**src/rtl/vga_timing_generator_pkg.sv**
```systemverilog
// Raster constants, shared types and the coordinate mapping for the 640x480@60 VGA timing generator.
package vga_timing_generator_pkg;

  typedef logic [11:0] cnt_t;

  localparam cnt_t H_VISIBLE = 12'd640;
  localparam cnt_t H_FP      = 12'd16;
  localparam cnt_t H_SYNC    = 12'd96;
  localparam cnt_t H_BP      = 12'd48;
  localparam cnt_t H_TOTAL   = H_VISIBLE + H_FP + H_SYNC + H_BP;

  localparam cnt_t V_VISIBLE = 12'd480;
  localparam cnt_t V_FP      = 12'd10;
  localparam cnt_t V_SYNC    = 12'd2;
  localparam cnt_t V_BP      = 12'd33;
  localparam cnt_t V_TOTAL   = V_VISIBLE + V_FP + V_SYNC + V_BP;

  localparam cnt_t FRAME_WIDTH  = H_VISIBLE;
  localparam cnt_t FRAME_HEIGHT = V_VISIBLE;

  localparam cnt_t H_SYNC_START = H_VISIBLE + H_FP;
  localparam cnt_t H_SYNC_END   = H_SYNC_START + H_SYNC - 12'd1;
  localparam cnt_t H_LAST       = H_TOTAL - 12'd1;
  localparam cnt_t V_SYNC_START = V_VISIBLE + V_FP;
  localparam cnt_t V_SYNC_END   = V_SYNC_START + V_SYNC - 12'd1;
  localparam cnt_t V_LAST       = V_TOTAL - 12'd1;

  typedef struct packed {
    logic hs;
    logic vs;
    logic vis;
  } sync_t;

  localparam sync_t SYNC_IDLE = '{hs: 1'b1, vs: 1'b1, vis: 1'b0};

  typedef enum logic {
    ST_START,
    ST_RUN
  } run_state_t;

  // 1-based coordinate inside the visible span, 0 outside it.
  function automatic cnt_t map_coord(input cnt_t cnt, input cnt_t visible);
    return (cnt < visible) ? cnt + 12'd1 : 12'd0;
  endfunction

endpackage

```
**src/rtl/vga_timing_generator_delay_line.sv**
```systemverilog
// Fixed-depth register chain with a tap one stage short of the end; latency DEPTH, no backpressure.
module vga_delay_line #(
  parameter int               WIDTH       = 3,
  parameter int               DEPTH       = 1,
  parameter logic [WIDTH-1:0] RESET_VALUE = '0
) (
  input  logic             CLOCK_25,
  input  logic             reset_n,
  input  logic [WIDTH-1:0] in_dat,
  output logic [WIDTH-1:0] out_dat,
  output logic [WIDTH-1:0] tap_dat
);

  logic [WIDTH-1:0] stage [DEPTH];

  always_ff @(posedge CLOCK_25 or negedge reset_n) begin
    if (!reset_n) begin
      for (int i = 0; i < DEPTH; i++) stage[i] <= RESET_VALUE;
    end else begin
      stage[0] <= in_dat;
      for (int i = 1; i < DEPTH; i++) stage[i] <= stage[i-1];
    end
  end

  assign out_dat = stage[DEPTH-1];

  // The tap is DEPTH-1 stages behind the input; with a single stage that is the input itself.
  generate
    if (DEPTH == 1) begin : g_tap_direct
      assign tap_dat = in_dat;
    end else begin : g_tap_stage
      assign tap_dat = stage[DEPTH-2];
    end
  endgenerate

endmodule

```
**src/rtl/vga_timing_generator.sv**
```systemverilog
// 640x480@60 raster counters, 1-based x/y for the image generator and the VGA pins.
// Pins lag x/y by SYNC_DELAY cycles; free-running, no backpressure.
module vga_timing_generator
  import vga_timing_generator_pkg::*;
#(
  parameter int COLOR_DEPTH = 8,
  parameter int SYNC_DELAY  = 1
) (
  input  logic                   CLOCK_25,
  input  logic                   reset_n,
  input  logic [2:0]             color,
  output logic [11:0]            x,
  output logic [11:0]            y,
  output logic                   frame_tick,
  output logic                   VGA_HS,
  output logic                   VGA_VS,
  output logic                   VGA_BLANK_N,
  output logic                   VGA_SYNC_N,
  output logic [COLOR_DEPTH-1:0] VGA_R,
  output logic [COLOR_DEPTH-1:0] VGA_G,
  output logic [COLOR_DEPTH-1:0] VGA_B
);

  run_state_t state_q, state_d;
  logic       run;
  cnt_t       h_cnt, v_cnt, h_nxt, v_nxt;
  sync_t      raw, dly, tap;

  // The first edge after reset only loads x/y for (0,0); counting starts on the next one.
  always_ff @(posedge CLOCK_25 or negedge reset_n) begin
    if (!reset_n) state_q <= ST_START;
    else          state_q <= state_d;
  end

  always_comb begin
    state_d = state_q;
    run     = 1'b0;
    case (state_q)
      ST_START: state_d = ST_RUN;
      ST_RUN:   run     = 1'b1;
      default:  state_d = ST_START;
    endcase
  end

  always_comb begin
    h_nxt = h_cnt;
    v_nxt = v_cnt;
    if (run) begin
      if (h_cnt == H_LAST) begin
        h_nxt = 12'd0;
        v_nxt = (v_cnt == V_LAST) ? 12'd0 : v_cnt + 12'd1;
      end else begin
        h_nxt = h_cnt + 12'd1;
      end
    end
  end

  // x/y and frame_tick come from next-state values so they line up with h_cnt/v_cnt.
  always_ff @(posedge CLOCK_25 or negedge reset_n) begin
    if (!reset_n) begin
      h_cnt      <= 12'd0;
      v_cnt      <= 12'd0;
      x          <= 12'd0;
      y          <= 12'd0;
      frame_tick <= 1'b0;
    end else begin
      h_cnt      <= h_nxt;
      v_cnt      <= v_nxt;
      x          <= map_coord(h_nxt, FRAME_WIDTH);
      y          <= map_coord(v_nxt, FRAME_HEIGHT);
      frame_tick <= (h_nxt == 12'd0) && (v_nxt == V_VISIBLE);
    end
  end

  always_comb begin
    raw = SYNC_IDLE;
    if (run) begin
      raw.hs  = !((h_cnt >= H_SYNC_START) && (h_cnt <= H_SYNC_END));
      raw.vs  = !((v_cnt >= V_SYNC_START) && (v_cnt <= V_SYNC_END));
      raw.vis = (h_cnt < FRAME_WIDTH) && (v_cnt < FRAME_HEIGHT);
    end
  end

  vga_delay_line #(
    .WIDTH       ($bits(sync_t)),
    .DEPTH       (SYNC_DELAY),
    .RESET_VALUE (SYNC_IDLE)
  ) u_sync_dly (
    .CLOCK_25 (CLOCK_25),
    .reset_n  (reset_n),
    .in_dat   (raw),
    .out_dat  (dly),
    .tap_dat  (tap)
  );

  // Color arrives SYNC_DELAY-1 cycles after its x/y, so the tap gates it onto the pins in step with BLANK_N.
  always_ff @(posedge CLOCK_25 or negedge reset_n) begin
    if (!reset_n) begin
      VGA_R <= '0;
      VGA_G <= '0;
      VGA_B <= '0;
    end else if (tap.vis) begin
      VGA_R <= {COLOR_DEPTH{color[2]}};
      VGA_G <= {COLOR_DEPTH{color[1]}};
      VGA_B <= {COLOR_DEPTH{color[0]}};
    end else begin
      VGA_R <= '0;
      VGA_G <= '0;
      VGA_B <= '0;
    end
  end

  assign VGA_HS      = dly.hs;
  assign VGA_VS      = dly.vs;
  assign VGA_BLANK_N = dly.vis;
  assign VGA_SYNC_N  = 1'b0;

endmodule

```
**config.mk**
```make
export PLATFORM = sky130hd
export DESIGN_NAME = vga_timing_generator
export DESIGN_NICKNAME = d
export VERILOG_FILES = /design/src/rtl/vga_timing_generator_pkg.sv /design/src/rtl/vga_timing_generator_delay_line.sv /design/src/rtl/vga_timing_generator.sv
export SDC_FILE = /design/constraint.sdc
export NUM_CORES = 1
export LEC_CHECK = 0
export ABC_CLOCK_PERIOD_IN_PS = 6750
export CAP_MARGIN = 10
export CORE_ASPECT_RATIO = 1.25
export CORE_MARGIN = 2
export CORE_UTILIZATION = 33
export CTS_CLUSTER_DIAMETER = 80
export DETAILED_ROUTE_END_ITERATION = 8
export GPL_ROUTABILITY_DRIVEN = 0
export SYNTH_ARGS = -nofsm -noshare
export SYNTH_HDL_FRONTEND = slang
export SYNTH_SLANG_ARGS = --single-unit
```
**constraint.sdc**
```tcl
create_clock -name CLOCK_25 -period 6.75 [get_ports CLOCK_25]
set_input_delay 1.35 -clock CLOCK_25 [delete_from_list [all_inputs] [get_ports CLOCK_25]]
set_output_delay 1.35 -clock CLOCK_25 [all_outputs]
set_load 0.1 [all_outputs]
```
==> impl_metrics.json, run 1 <==
{
  "status": "completed",
  "power_density_nw_per_um2": 296,
  "worstPathMaxFanout": 1,
  "post-route-util_pct": 41.6,
  "antenna_found_initial": 0,
  "synth_cell_type_count": 56,
  "num-nets-final": 376,
  "layout-drive-gt1-share_pct": 6.61,
  "gr-total-overflow": 0,
  "dr_total_vias": 2477,
  "worst_path_dominant_cell_family": "buffers and inverters",
  "slew_headroom_pct": 34.6,
  "diodes": 0,
  "synth-edff-count": 0,
  "worstPathArrival_ps": 1940,
  "hold_path_class": "reg -> reg",
  "clk_pin_slew_worst_paths_ps": 70,
  "cap_violations": 0,
  "cts_tree": "yes",
  "min_path_cells": 1,
  "setup_tns_ps": 0,
  "fin_skew_ps": 4.72,
  "p_leak_nw": 1.57,
  "ys_warn_count": 0,
  "postCtsHoldBufs": 0,
  "layout_common_cells": "55 x clkdlybuf4s50_1, 54 x dfrtp_1, 24 x nand2_1, 22 x inv_1, 18 x nor2_1",
  "fp.dieH_um": 113,
  "root_buffer": "clkbuf_16",
  "ys_seq_area_share_pct": 45.2,
  "avgSynthCellArea_sq_um": 9.60,
  "grt_pass1_vias": 2395,
  "start_util_pct": 33.9,
  "slowest_delay_ps": 1120,
  "htreeDepth": 2,
  "period_minus_slack_ps": 3290,
  "drt-initial-drc-count": 140,
  "drv_slew": 0,
  "place_hpwl_mm": 5.26,
  "finalSetupViolCount": 0,
  "min-delay-start": "h_cnt[11]",
  "rr_worst_depth": 9,
  "fillCellCount": 926,
  "required_ps": 5400,
  "async_flop_share_pct": 100,
  "grt_max_degree": 57,
  "clock_latency_ps": 300,
  "cts_sinks": 56,
  "crit_type": "reg -> out",
  "area_growth_pct": 22.8,
  "reg2reg_slack_ps": 3550,
  "fp.coreArea_sq_um": 9170,
  "portBuffers": 56,
  "tightest_slew_ps": 977,
  "hold_end": "h_cnt[11]",
  "drcViolationCount": 0,
  "layout_commonest_cell": "clkdlybuf4s50_1",
  "crit_slowest_cell": "clkdlybuf4s50_1",
  "first_pass_iters": 4,
  "synth-main-ff-cell": "dfrtp_1",
  "ir_worst_vdd_mv": 0.216,
  "path_buf_inv": 1,
  "grt_pass1_wl_mm": 12.0,
  "numCtsBuffers": 5,
  "fp-row-count": 39,
  "start_kind": "flop",
  "pin_count": 58,
  "r2r-start": "h_cnt[0]",
  "endpoint_kind": "primary output",
  "cts_max_path_buffers": 2,
  "path_cells": "clkdlybuf4s50_1",
  "cts_setup_buffers": 0,
  "vias_per_cell": 5.10,
  "netlist_area_sq_um": 3110,
  "wl_per_cell_um": 14.7,
  "dieArea_sq_um": 10200,
  "drt-total-wl_mm": 7.13,
  "finalHoldViolations": 0,
  "grt_util_all_layers_pct": 14.7,
  "die_x_um": 90.8,
  "seqCellArea_sq_um": 1400,
  "synth_cells": 324,
  "cts_resized": 0,
  "grt_setup_unrepaired": "no",
  "fin_crit_sh_pct": 48.7,
  "max_freq_mhz": 304,
  "ys_ff_latch": 56,
  "multiInputGateArea_sq_um": 1440,
  "ant_nets": 0,
  "r2r_end": "y[8]"
}
[worst max-delay path by stage]
stage,from,to,slack (ps),cells past startpoint
3_3_place_gp,h_cnt[0],y[8],3710,9
3_5_place_dp,h_cnt[0],y[8],3580,9
4_1_cts,VGA_R[6],VGA_R[4],3430,1
2_1_floorplan,VGA_B[6],VGA_B[1],3980,1
5_1_grt,h_cnt[0],y[8],3250,9
6_report,u_sync_dly.out_dat[2],VGA_HS,3460,1
[where the power goes]
part / switching, mW / leakage [nW] / total (mW) / internal, mW
Sequential: 0.0376 / 0.723 / 0.410 / 0.372
Clock: 0.120 / 0.0871 / 0.306 / 0.186
Combinational: 0.315 / 0.761 / 0.412 / 0.0970
Total: 0.473 / 1.57 / 1.13 / 0.655
[logic make-up (layout without fill, tap and decap cells)]
| logic type | count (synthesis) | after routing | share of synthesized area, % |
|---|---|---|---|
| mux | 2 | 2 | 0.684 |
| fa+ha+maj | 9 | 9 | 3.62 |
| xor+xnor | 18 | 18 | 5.07 |
| simple gates | 138 | 138 | 25.2 |
| buf+inv | 53 | 87 | 9.26 |
| flops | 56 | 56 | 45.2 |
| compound gates | 46 | 46 | 10.7 |
| other cells | 2 | 7 | 0.242 |
[cells in the mapped netlist, drive strengths merged (2+ instances only)]
master   count  share of area, %
nor4b        2              0.56
or3          5               1.0
dfstp        2               1.7
nor3b        4              0.97
clkbuf       6              0.72
o311ai       2              0.56
o31ai        3              0.72
nor3        18               3.1
or2          4              0.80
inv         22               2.7
or4          2              0.60
xnor2       12               3.4
a21boi       4              0.97
nand4bb      2              0.72
a211oi       2              0.48
and3         4              0.85
o21ai       10               1.6
o22ai        2              0.80
nor4         6               1.4
and4         3              0.85
nand2       24               2.9
and2         8               1.6
a211o        2              0.56
a41oi        2              0.56
a31oi        4               1.3
ha           9               3.6
dfrtp       54                43
nor2b        2              0.40
nor2        18               2.2
nand4       13               2.6
xor2         6               1.7
o21a         2              0.48
a21oi        9               1.4
buf         25               5.9
nand3       15               2.4
nand3b       2              0.48
conb         2              0.24
[state kept, by name (all words and copies together), names as in the netlist]
name	count
y	12
h_cnt	12
VGA_G	1
frame_tick	1
VGA_R	1
v_cnt	12
VGA_B	1
u_sync_dly.out_dat	3
state_q	1
x	12
[area by class of cell]
cell class	count	share of cell area (%)
Multi-Input combinational cell	220	37.6
Sequential cell	56	36.8
Clock buffer	6	3.64
Inverter	22	2.16
Clock inverter	2	1.02
Tap cell	123	4.03
Timing Repair Buffer	57	14.7
[routing by layer]
metal | GRT usage [%] | share of wire [%]
met2 | 23.4 | 47
met4 | 8.38 | 3.1
met5 | 0 | 0
met3 | 3.42 | 5.6
met1 | 18.4 | 44
[per-stage QoR]
step | power [mW] | setup WS, ps | hold WS, ps | instance area, sq um | std cells
after floorplan | 0.744 | 3980 | 500 | 3130 | 329
after global placement | 0.826 | 3710 | 541 | 3640 | 478
after detailed placement | 0.829 | 3580 | 549 | 3640 | 478
after CTS | 1.14 | 3430 | 561 | 3820 | 486
after global routing | 1.19 | 3250 | 596 | 3820 | 486
final | 1.13 | 3460 | 560 | 3820 | 486
Note: power is estimated with default switching activity, not from simulation.
==> run 2: changes to the inputs <==
--- a/config.mk
+++ b/config.mk
@@ -5,7 +5,7 @@
 export SDC_FILE = /design/constraint.sdc
 export NUM_CORES = 1
 export LEC_CHECK = 0
-export ABC_CLOCK_PERIOD_IN_PS = 6750
+export ABC_CLOCK_PERIOD_IN_PS = 2890
 export CAP_MARGIN = 10
 export CORE_ASPECT_RATIO = 1.25
 export CORE_MARGIN = 2
==> constraint.sdc (replaced) <==
create_clock -name CLOCK_25 -period 2.89 [get_ports CLOCK_25]
set_input_delay 0.578 -clock CLOCK_25 [delete_from_list [all_inputs] [get_ports CLOCK_25]]
set_output_delay 0.578 -clock CLOCK_25 [all_outputs]
set_load 0.1 [all_outputs]
==> run 2 against run 1 <==
- register-to-register slack got worse by 3400 ps
- clock-buffer cell count grew 2
- first-iteration DRC count rose by 29%
- highest routed layer unchanged
- cell area increased by 1.3%
- sequential share of layout area down 0.38 points
==> impl_metrics.json, run 2 (synthesis results as in run 1) <==
{
  "status": "completed",
  "layout-drive-gt1-share_pct": 27.7,
  "sw_frac_of_total_pct": 43.0,
  "rr_worst_depth": 9,
  "fin_skew_ps": 3.88,
  "num-nets-final": 399,
  "worstPathArrival_ps": 2960,
  "power.switching_mw": 1.11,
  "grt_max_degree": 38,
  "reg2reg_slack_ps": 150,
  "portBuffers": 56,
  "first_pass_iters": 4,
  "required_ps": 3110,
  "place_area_sq_um": 3660,
  "worstPathMaxFanout": 6,
  "slew_headroom_pct": 42.8,
  "power_density_nw_per_um2": 669,
  "grt_pass1_wl_mm": 12.2,
  "numCtsBuffers": 5,
  "post-route-util_pct": 42.2,
  "dp_slack_ps": 58.1,
  "finalHoldViolations": 0,
  "wl_per_cell_um": 14.3,
  "fin_crit_sh_pct": 94.9,
  "met3_usage_pct": 2.75,
  "period_minus_slack_ps": 2740,
  "postCtsHoldBufs": 0,
  "place_hpwl_mm": 5.49,
  "diodes": 0,
  "cap_violations": 0,
  "combPwrFrac_pct": 40.1,
  "p_seq_share_pct": 36.2,
  "hold_path_class": "in -> async",
  "clock_latency_ps": 290,
  "start_util_pct": 33.9,
  "p_total_mw": 2.59,
  "grt_pass1_vias": 2480,
  "die_x_um": 90.8,
  "dp.cells": 498,
  "ir_worst_vdd_mv": 0.577,
  "final_area_sq_um": 3870,
  "area_growth_pct": 24.4,
  "finalSetupViolCount": 0,
  "p_leak_nw": 1.74,
  "clk_pin_slew_worst_paths_ps": 70,
  "layout_common_cells": "76 x buf_4, 51 x dfrtp_1, 24 x nand2_1, 22 x inv_1, 18 x nor2_1",
  "layout_setup_ws_ps": 147,
  "grt_busiest_layer": "met2",
  "max_freq_mhz": 365,
  "cts_sinks": 56,
  "vias_per_cell": 4.95,
  "drt-total-wl_mm": 7.28,
  "fp.dieH_um": 113,
  "cts_max_path_buffers": 2,
  "stdcell_count": 509,
  "tightest_slew_ps": 858,
  "crit_type": "reg -> reg",
  "cts_tree": "yes",
  "gr-total-overflow": 0,
  "fp-row-count": 39,
  "dieArea_sq_um": 10200,
  "dr_total_vias": 2518,
  "ant_nets": 0,
  "antenna_found_initial": 0,
  "start_kind": "flop",
  "htreeDepth": 2,
  "grt_util_all_layers_pct": 14.7,
  "use_met1_pct": 18.2,
  "p_int_mw": 1.48,
  "r2r-start": "h_cnt[5]",
  "r2r_end": "y[8]",
  "root_buffer": "clkbuf_16",
  "pin_count": 58,
  "clkPwrFrac_pct": 23.7,
  "setup_tns_ps": 0,
  "grt_setup_unrepaired": "no",
  "whs_ps": 393,
  "layout_commonest_cell": "buf_4",
  "drcViolationCount": 0,
  "fp.coreArea_sq_um": 9170,
  "drt-initial-drc-count": 180,
  "endpoint_kind": "flop",
  "gr-usage-met2_pct": 25.5,
  "drv_slew": 0
}
run 2: repair_timing:
action	in CTS	in global routing
setup buffers	0	3
endpoints found under the setup margin	0	12
gates resized for setup	0	11
run 2: power by group through the flow:
stage | Sequential, mW | Clock, mW | Combinational, mW
floorplan | 1.29 | 0 | 0.444
global placement | 0.947 | 0 | 0.990
detailed placement | 0.949 | 0 | 0.990
CTS | 0.935 | 0.636 | 0.997
global route | 0.950 | 0.662 | 1.10
finish | 0.936 | 0.615 | 1.04
run 2: cell type report:
type                       instances  area [sq um]
clock buffer                       8           146
fill                             924          5310
inverter                          22          82.6
multi-input combinational        220          1470
sequential                        56          1410
tap                              123           154
timing repair buffer              80           606
run 2: worst max-delay path, stage by stage, from the launching register on:
cell and delay (ps):
dfrtp_1 380, buf_4 150, nor4b_1 510, nand3_1 330, o21a_1 290, inv_1 80
ha_1 160, nand2_1 100, or4_1 520, a21oi_1 150
run 2: worst max path at each step:
stage	slack, ps	from	end
3_3_place_gp	150	h_cnt[6]	frame_tick
5_1_grt	10	h_cnt[5]	y[8]
6_report	150	h_cnt[5]	y[8]
2_1_floorplan	210	h_cnt[5]	y[8]
4_1_cts	40	h_cnt[6]	frame_tick
3_5_place_dp	60	h_cnt[6]	frame_tick
run 2: per-layer routing:
metal / share of wire (%) / wire (um)
met4: 2.1 / 150
met1: 44 / 3230
met5: 0 / 0
met3: 4.5 / 331
met2: 49 / 3570
==> run 3: changes to the inputs <==
--- a/config.mk
+++ b/config.mk
@@ -5,9 +5,8 @@
 export SDC_FILE = /design/constraint.sdc
 export NUM_CORES = 1
 export LEC_CHECK = 0
-export ABC_CLOCK_PERIOD_IN_PS = 2890
+export ABC_CLOCK_PERIOD_IN_PS = 3400
 export CAP_MARGIN = 10
-export CORE_ASPECT_RATIO = 1.25
 export CORE_MARGIN = 2
 export CORE_UTILIZATION = 33
 export CTS_CLUSTER_DIAMETER = 80
==> constraint.sdc (replaced) <==
create_clock -name CLOCK_25 -period 3.4 [get_ports CLOCK_25]
set_input_delay 0.68 -clock CLOCK_25 [delete_from_list [all_inputs] [get_ports CLOCK_25]]
set_output_delay 0.68 -clock CLOCK_25 [all_outputs]
set_load 0.1 [all_outputs]
==> run 3 against run 2 <==
- combinational power decreased by 22%
- sequential share of layout area increased by 2.1 points
- total power decreased by 23%
- via count decreased by 4.1%
- critical endpoint unchanged
==> impl_metrics.json, run 3 (synthesis results as in run 1) <==
{
  "fin_skew_ps": 8.39,
  "numCtsBuffers": 5,
  "dp.cells": 470,
  "hold_path_class": "in -> async",
  "seqCellArea_sq_um": 1400,
  "wl_per_cell_um": 14.1,
  "drt-initial-drc-count": 129,
  "worstPathMaxFanout": 9,
  "r2r-start": "h_cnt[5]",
  "fin_crit_sh_pct": 91.9,
  "vias_per_cell": 5.05,
  "fillCellCount": 897,
  "ir_worst_vdd_mv": 0.354,
  "finalSetupViolCount": 0,
  "diodes": 0,
  "portBuffers": 56,
  "area_growth_pct": 17.4,
  "gr-total-overflow": 0,
  "dieArea_sq_um": 10200,
  "start_util_pct": 33.8,
  "tightest_slew_ps": 966,
  "grt_util_all_layers_pct": 13.9,
  "endpoint_kind": "flop",
  "first_pass_iters": 4,
  "clk_pin_slew_worst_paths_ps": 100,
  "place_hpwl_mm": 5.13,
  "fp-row-count": 35,
  "stdcell_count": 478,
  "cts_setup_buffers": 0,
  "period_minus_slack_ps": 3130,
  "setup_tns_ps": 0,
  "layout_common_cells": "54 x dfrtp_1, 48 x buf_4, 24 x nand2_1, 22 x inv_1, 18 x nor2_1",
  "root_buffer": "clkbuf_8",
  "htreeDepth": 2,
  "drt-total-wl_mm": 6.72,
  "fp.coreArea_sq_um": 9200,
  "drcViolationCount": 0,
  "layout_commonest_cell": "dfrtp_1",
  "grt_max_degree": 34,
  "drv_slew": 0,
  "max_freq_mhz": 320,
  "postCtsHoldBufs": 0,
  "pin_count": 58,
  "ant_nets": 0,
  "cts_sinks": 56,
  "cap_violations": 0,
  "finalHoldViolations": 0,
  "num-nets-final": 380,
  "layout-drive-gt1-share_pct": 19.3,
  "dr_total_vias": 2414,
  "slew_headroom_pct": 35.4,
  "grt_setup_unrepaired": "no",
  "clock_latency_ps": 310,
  "cts_tree": "yes",
  "startpoint": "h_cnt[5]",
  "layout_setup_ws_ps": 274,
  "reg2reg_slack_ps": 270,
  "worstPathArrival_ps": 3370,
  "power_density_nw_per_um2": 547,
  "fp.dieH_um": 101,
  "die_x_um": 101,
  "multiInputGateArea_sq_um": 1440,
  "p_leak_nw": 1.62,
  "grt_pass1_wl_mm": 11.1,
  "cts_resized": 0,
  "status": "completed",
  "start_kind": "flop",
  "grt_pass1_vias": 2265,
  "crit_type": "reg -> reg",
  "antenna_found_initial": 0,
  "required_ps": 3640,
  "dp_slack_ps": 337,
  "cts_max_path_buffers": 2
}
-- run 3: changes by cell type in the layout (fill, tap and decap cells not counted), moves of 3 or more --
cell,previous run,this run
dfrtp_2,3,0
clkbuf_16,5,0
dfrtp_1,51,54
clkdlybuf4s50_1,3,11
clkbuf_8,1,6
buf_4,76,48
-- run 3: power breakdown --
group,switching [mW],total (mW),internal [mW]
logic,0.628,0.811,0.183
clock network,0.212,0.378,0.166
registers,0.0707,0.810,0.739
-- run 3: per-layer routing --
metal	global-route usage (%)	wire length [um]	up-vias
li1	-	-	1201
met1	18.2	3050	1133
met2	22.7	3260	71
met3	2.64	310	9
met4	5.30	99	0
met5	0	0	-
-- run 3: path summary, 6_finish.rpt --
path,endpoint,cells after the start
min reg2reg,h_cnt[11],1
min in group CLOCK_25,h_cnt[11],1
max reg2reg,y[8],8
max,y[8],8
max in group asynchronous,u_sync_dly.out_dat[1],2
min,y[0],1
-- run 3: worst max-delay path: stages, from the launching register on --
cell and delay [ps]:
dfrtp_1 450, or4b_1 710, nor3_2 500, nand3_1 130
o21ai_0 200, ha_1 290, nand2_1 110, or4_1 530
a21oi_1 130
-- run 3: area by class of cell --
class                           count  share of cell area (%)
Multi-Input combinational cell    220                    39.3
Sequential cell                    56                    38.5
Timing Repair Buffer               61                    13.6
Tap cell                          111                    3.80
Clock buffer                        7                    2.36
Inverter                           22                    2.26
Clock inverter                      1                   0.206
-- run 3: metrics by stage --
step	hold slack, ps	cell area (sq um)	power (mW)	utilization, %
final	363	3650	2.00	39.7
after global routing	383	3650	2.12	39.7
after CTS	380	3650	2.02	39.7
after detailed placement	539	3560	1.64	38.7
after global placement	521	3560	1.62	38.7
after floorplan	384	3130	1.48	-
